[config.mk]
export PLATFORM = sky130hd
export DESIGN_NAME = nibble_sequencer
export DESIGN_NICKNAME = d
export VERILOG_FILES = /design/src/rtl/nibble_sequencer.sv
export SDC_FILE = /design/constraint.sdc
export NUM_CORES = 1
export LEC_CHECK = 0
export CORE_ASPECT_RATIO = 1.1
export CORE_UTILIZATION = 28
export DETAILED_ROUTE_END_ITERATION = 10
export PLACE_DENSITY_LB_ADDON = 0.1
export SYNTH_ARGS = -nofsm -noshare
export SYNTH_HDL_FRONTEND = slang
export SYNTH_SLANG_ARGS = --single-unit
[constraint.sdc]
create_clock -name clk -period 1.3 [get_ports clk]
set_input_delay 0.26 -clock clk [delete_from_list [all_inputs] [get_ports clk]]
set_output_delay 0.26 -clock clk [all_outputs]
set_load 0.01 [all_outputs]
[src/rtl/nibble_sequencer.sv]
// nibble_sequencer: fetch/decode/execute control for the Full Nibble Processor.
// Optional overflow trap enabled by defining OVF_TRAP_EN (adds the trap port).
module nibble_sequencer #(
   parameter int ADDR_W   = 4,
   parameter int INSTR_W  = 8,
   parameter int START_PC = 0
) (
   input  logic              clk,
   input  logic              rst_n,
   input  logic              start,
   output logic              imem_req,
   output logic [ADDR_W-1:0] imem_addr,
   input  logic              imem_valid,
   input  logic [INSTR_W-1:0] imem_data,
   input  logic              ovf,
   output logic              acc_we,
   output logic [1:0]        sel_mux1,
   output logic              sel_mux2,
   output logic              sel_mux3,
   output logic [ADDR_W-1:0] operand_addr,
   output logic              dump_valid,
   input  logic              dump_ready,
   output logic              busy,
   output logic              ended,
   output logic              ovf_flag
`ifdef OVF_TRAP_EN
   ,
   output logic              trap
`endif
);

   localparam logic [ADDR_W-1:0] PC_INIT = ADDR_W'(START_PC);
   localparam logic [ADDR_W-1:0] PC_ONE  = ADDR_W'(1);

   localparam logic [2:0] OP_ADD  = 3'b000;
   localparam logic [2:0] OP_SUB  = 3'b001;
   localparam logic [2:0] OP_INC  = 3'b010;
   localparam logic [2:0] OP_LDQ  = 3'b011;
   localparam logic [2:0] OP_DUMP = 3'b100;
   localparam logic [2:0] OP_END  = 3'b111;

   typedef enum logic [2:0] {
      S_IDLE,
      S_FETCH,
      S_DECODE,
      S_EXEC,
      S_DUMP_WAIT,
      S_HALT
   } state_t;

   state_t               state;
   logic [ADDR_W-1:0]    pc;
   logic [INSTR_W-1:0]   ir;
   logic [2:0]           op;
   logic                 writes_acc;
   logic                 tracks_ovf;
   logic                 rsv_unused;

   assign op           = ir[INSTR_W-1 -: 3];
   assign rsv_unused   = ir[INSTR_W-4];
   assign imem_addr    = pc;
   assign operand_addr = ir[ADDR_W-1:0];
   assign writes_acc   = ~op[2];
   assign tracks_ovf   = (op == OP_ADD) || (op == OP_SUB) || (op == OP_INC);

   // Mux select pattern {sel_mux1, sel_mux2, sel_mux3} for an opcode
   function automatic logic [3:0] sel_of(input logic [2:0] o);
      logic [3:0] s;
      s = 4'b0000;
      case (o)
         OP_SUB:  s = 4'b0100;
         OP_INC:  s = 4'b1000;
         OP_LDQ:  s = 4'b0010;
         OP_DUMP: s = 4'b0001;
         default: s = 4'b0000;
      endcase
      return s;
   endfunction

   // Sequencer FSM with all control outputs registered alongside the state
   always_ff @(posedge clk) begin
      if (!rst_n) begin
         state      <= S_IDLE;
         pc         <= PC_INIT;
         ir         <= '0;
         ovf_flag   <= 1'b0;
         imem_req   <= 1'b0;
         acc_we     <= 1'b0;
         sel_mux1   <= 2'b00;
         sel_mux2   <= 1'b0;
         sel_mux3   <= 1'b0;
         dump_valid <= 1'b0;
         busy       <= 1'b0;
         ended      <= 1'b0;
`ifdef OVF_TRAP_EN
         trap       <= 1'b0;
`endif
      end else begin
         acc_we <= 1'b0;
         unique case (state)
            S_IDLE, S_HALT: begin
               if (start) begin
                  pc       <= PC_INIT;
                  ovf_flag <= 1'b0;
                  imem_req <= 1'b1;
                  busy     <= 1'b1;
                  ended    <= 1'b0;
`ifdef OVF_TRAP_EN
                  trap     <= 1'b0;
`endif
                  state    <= S_FETCH;
               end
            end
            S_FETCH: begin
               if (imem_valid) begin
                  ir       <= imem_data;
                  imem_req <= 1'b0;
                  {sel_mux1, sel_mux2, sel_mux3} <=
                     sel_of(imem_data[INSTR_W-1 -: 3]);
                  state    <= S_DECODE;
               end
            end
            S_DECODE: begin
               if (op == OP_END) begin
                  {sel_mux1, sel_mux2, sel_mux3} <= 4'b0000;
                  busy  <= 1'b0;
                  ended <= 1'b1;
                  state <= S_HALT;
               end else if (op == OP_DUMP) begin
                  dump_valid <= 1'b1;
                  state      <= S_DUMP_WAIT;
               end else begin
                  acc_we <= writes_acc;
                  state  <= S_EXEC;
               end
            end
            S_EXEC: begin
               if (tracks_ovf) begin
                  ovf_flag <= ovf_flag | ovf;
               end
               {sel_mux1, sel_mux2, sel_mux3} <= 4'b0000;
`ifdef OVF_TRAP_EN
               if (tracks_ovf && ovf) begin
                  busy  <= 1'b0;
                  ended <= 1'b1;
                  trap  <= 1'b1;
                  state <= S_HALT;
               end else begin
`else
               begin
`endif
                  pc       <= pc + PC_ONE;
                  imem_req <= 1'b1;
                  state    <= S_FETCH;
               end
            end
            S_DUMP_WAIT: begin
               if (dump_ready) begin
                  dump_valid <= 1'b0;
                  sel_mux3   <= 1'b0;
                  pc         <= pc + PC_ONE;
                  imem_req   <= 1'b1;
                  state      <= S_FETCH;
               end
            end
            default: begin
               state <= S_IDLE;
            end
         endcase
      end
   end

endmodule

; ---- After elaboration in Yosys (flattened, before gate mapping)
; Index checks and enable logic that the tools add are counted.
[totals]
word_cells = 91
inputBits = 14
register_bits = 25
[classes]
add_sub_neg = 1
bitwise = 4
eq_ne = 20
reduce_logical = 22
n_mux = 32
[ops]
columns = op, n
row1 = $pmux W4 S4, 1
row2 = $eq A3 B2 Y1 const B, 5
row3 = $eq A3 B3 Y1 const B, 5
row4 = $mux W3, 5
row5 = $pmux W3 S5, 1
row6 = $reduce_and A3 Y1, 5
row7 = $ne A2 B2 Y1 const B, 7
row8 = $mux W1, 12
row9 = $pmux W4 S3, 1
row10 = $reduce_and A4 Y1, 3
row11 = $eq A3 B1 Y1 const B, 3
row12 = $mux W4, 2
row13 = $pmux W1 S2, 4
row14 = $pmux W1 S4, 2
row15 = $reduce_bool A4 Y1, 2
row16 = $logic_not A3 Y1, 2
row17 = $pmux W2 S3, 1
row18 = $reduce_bool A2 Y1, 3
row19 = $reduce_bool A3 Y1, 2
row20 = $add A4 B1 Y4 const B, 1
row21 = $mux W2, 2
row22 = $reduce_or A4 Y1, 1
row23 = $not A1 Y1, 3
row24 = $pmux W1 S3, 1
row25 = 4 further kinds, 5

; ---- Longest topological paths before layout
[logic_depth]
ltp_word = 5
mapped_depth = 6
depth_no_buf = 4

; ---- Worst setup path after synthesis
; Ideal clock, no wire load.
[synth_timing]
path_type = register to register
startpoint = register state[2]
endpoint = register imem_req
stages_incl_launch_ff = 5
required_time_ns = 1.184
n_path_buf = 0
path_slack_ns = -0.026
synth_period_minus_slack_ns = 1.326
arrival_ns = 1.210
path_cell_list = dfxtp_1 > mux2_2 > or2_1 > and2_1 > o211a_1
[synth_via]
elab_chain_len = 4
elab_cells_between_ends = 12
cone_classes = eq/ne (7) / mux (1) / reduce/logical (4)
[synth_lines]
columns = element, line
row1 = "start, declared", 51  ; state_t state;
row2 = "start signal, assigned", 83  ; state <= S_IDLE;
row3 = "start signal, assigned", 111  ; state <= S_FETCH;
row4 = "start signal, assigned", 120  ; state <= S_DECODE;
row5 = $eq A3 B3 Y1 or $logic_not A3 Y1 (tied branches), 100  ; unique case (state)
row6 = $reduce_or A2 Y1, 100
row7 = $reduce_bool A4 Y1 (no line) or $ne A2 B2 Y1 (tied branches), --
row8 = $reduce_and A4 Y1 (no line), --
row9 = "end signal, assigned", 87  ; imem_req <= 1'b0;
row10 = "end signal, assigned", 105  ; imem_req <= 1'b1;
row11 = "end signal, assigned", 117  ; imem_req <= 1'b0;
row12 = "end, declared", 11  ; output logic imem_req,
; Several ways; a longest one is shown, not always the timed one.
; A chain may end at the register's enable or synchronous reset.

; ---- Worst setup path after layout
[layout_timing]
startpoint = register state[2]
endpoint = register sel_mux1[0]
[layout_via]
elab_chain_len = 3
elab_cells_between_ends = 8
cone_classes = eq/ne (5) / mux (1) / reduce/logical (2)
[layout_lines]
columns = element, line
row1 = $eq A3 B2 Y1 or $eq A3 B1 Y1 (tied branches), 100
row2 = $ne A2 B2 Y1 (no line) or $reduce_bool A3 Y1 (tied branches), --
row3 = $reduce_and A3 Y1 (no line), --
row4 = "end signal, assigned", 118  ; {sel_mux1, sel_mux2, sel_mux3} <=
row5 = "end, declared", 17  ; output logic [1:0] sel_mux1,
; Several ways; a longest one is shown, not always the timed one.

==> results.ini <==
[floorplan]
die-height_um = 70.6
design.die.area_sq_mm = 0.00455
rows = 24
coreArea_sq_mm = 0.00402
ios = 32
initial_utilization_pct = 29.8
die_w_um = 64.4

[global_route]
grt_max_degree = 15
antenna_found_initial = 0
grt_usage_pct = 16.0
grt.overflow.total = 0
grt_pass1_wl_um = 5750
grt_pass1_vias = 1298

[hold_path]
hold-path-cell-count = 2
hold_class = flop to flop
hold-path-endpoint = ir[2]
min_from = ir[2]

[setup_path]
crit_chain = buf_6 > nand2b_4 > buf_4 > a211oi_4 > nor3_2 > buf_4 > mux2i_1
cpMaxStageDelayCell = dfxtp_4
cp_num_buf_inv = 3
rr_worst_depth = 7
cp-end-kind = flop
cp_max_fo = 6
critical_path_class = flop to flop
slowest_delay_ps = 370
arrival_ps = 1600
r2r-start = state[2]
critical_path.top_delay_family = buffers and inverters
crit_top_cell = buf_4
reg2reg_to = sel_mux1[0]
rrSetupSlack_ps = -130
critical_path.startpoint_type = flop
cp.required_ps = 1460

[route]
dr_wl_met3_um = 109
post_drt_wl_per_cell_um = 13.5
dr_total_vias = 1252
drt-initial-drc-count = 40
wl_met1_um = 1540
vias_per_cell = 4.95
maxUsedRoutingLayer = met4
dr.pass1.iters = 4
antenna_left = 0
wl_met2_um = 1720
drc = 0
finalWirelength_um = 3410

[synthesis]
ys_seq_area_share_pct = 40.1
netlist_instances = 141
synth-seq-cells = 24
syn_nets = 156
synth_edf_count = 0
yosysUniqueCellTypes = 40
yosysWarningCount = 0
synth_flop_cell = dfxtp_1
syn_area_sq_mm = 0.00120
avgSynthCellArea_sq_um = 8.50
async_flop_share_pct = 0

[run]
max_cap_viol_count = 0

[sta]
finClkSkew_ps = 2.65
drv_slew = 0
clock.fmax_mhz = 697
worst_slack_ps = -135
period_share_pct = 110
hold_viol = 0
final.setup.tns_ps = -1520
setup_viol = 21
finalWorstPathRequiredPeriod_ps = 1430
worstMarginPinSlew_ps = 339
slew_headroom_pct = 77.3
hold_ws_ps = 457
rsz0062_at_grt = true

[status]
violations = setup timing
status = finished, violations left

[placed_design]
hpwl_um = 2510
port_buffers = 30
routabilityCongestion = 0.788
dpl.cell_count = 244

[clock_tree]
cts.sinks = 24
cts_tree = yes
path_clk_slew_ps = 90
cts_max_level = 1
root_buffer = clkbuf_8
hold_buffers = 0
cts_made_buffers = 3
clock_latency_ps = 270
clockBufferDepth = 2

[final_layout]
mostFrequentLayoutCell = buf_4
area_growth_pct = 66.2
final_cells = 253
drive_gt1_share_pct = 37.3
final_cell_mix = buf_4 (33), dfxtp_1 (20), dlygate4sd2_1 (20)
antenna_cells = 0
finalNetCount = 217

[power_and_ir_drop]
leakage_nw = 0.882
p_clk_share_pct = 35.6
seqPwrFrac_pct = 42.3
internal-power_mw = 1.40
ir_worst_vdd_v = 0.000426
p_switching_uw = 472
power_frac_comb_pct = 22.1
p_sw_share_pct = 25.2
cellPowerDensity_mw_per_mm2 = 939

## metal layers
layer / up-vias / track usage, %
li1: 618 / -
met1: 606 / 19.1
met3: 4 / 2.90
met4: 0 / 5.19
met5: - / 0
met2: 24 / 28.7
## worst max path at each step
stage / endpoint / slack, ps / from / cells past startpoint
after floorplan: imem_req / -2 / state[2] / 4
after global placement: imem_req / -420 / dump_ready / 5
after detailed placement: imem_req / -430 / start / 5
after CTS: sel_mux1[1] / -150 / state[2] / 5
after global routing: sel_mux1[1] / -180 / state[2] / 5
final: sel_mux1[0] / -130 / state[2] / 7
## final cells by class
class | count | area [sq um]
well taps | 52 | 65.1
multi-input cells | 104 | 797
flip-flops and latches | 24 | 490
clock inverters | 1 | 30.0
inverters | 3 | 11.3
repair buffers | 66 | 557
fillers | 398 | 2030
clock buffers | 3 | 41.3
## stage by stage
stage	cell area, sq um	power (mW)	utilization, %	setup WS [ps]
after floorplan	1200	0.974	-	-1.78
after global placement	1740	1.16	43.3	-416
after detailed placement	1740	1.16	43.3	-435
after CTS	1880	1.86	46.8	-149
after global routing	1990	1.96	49.5	-185
final	1990	1.87	49.5	-135
## worst register-to-register path: stages (launching register included)
cell,delay [ps]
dfxtp_4,370
buf_6,130
nand2b_4,160
buf_4,140
a211oi_4,180
nor3_2,80
buf_4,160
mux2i_1,120
## sequential cells by signal, indices dropped and copies added, names as in the netlist
name	flops
sel_mux3	1
imem_req	1
state	3
ir	7
dump_valid	1
busy	1
ovf_flag	1
ended	1
sel_mux1	2
sel_mux2	1
imem_addr	4
acc_we	1
## timing repair
action                     CTS  global route
setup endpoints to repair   41            23
buffers inserted             2             3
resized for setup           45            21
pin swaps                   12            14
## cell usage after synthesis, types with 3 or more instances
cell	n	area, sq um
and2_1	3	18.8
nor2_1	5	18.8
nor3b_1	3	22.5
inv_1	3	11.3
nand2_1	25	93.8
buf_2	3	15.0
buf_4	5	37.5
nand3_1	7	35.0
dfxtp_1	24	480
mux2i_1	5	50.1
nand2b_1	5	31.3
a21oi_1	15	75.1
## cell families after synthesis
| kind of cell | after synthesis | share of synthesized area [%] |
|---|---|---|
| flip-flops | 24 | 40.1 |
| AO/OA/AOI/OAI | 30 | 16.5 |
| buffers and inverters | 13 | 5.95 |
| adder cells (fa/ha/maj) | 1 | 1.04 |
| AND/OR/NAND/NOR | 67 | 31.3 |
| multiplexers | 6 | 5.11 |
## power groups by stage
stage                     Sequential (mW)  Clock, mW  Combinational, mW
final                               0.791      0.665              0.413
after global routing                0.798      0.721              0.446
after CTS                           0.791      0.687              0.378
after detailed placement            0.808          0              0.355
after global placement              0.807          0              0.353
after floorplan                     0.806          0              0.168
Power figures use the tool's default switching activity.
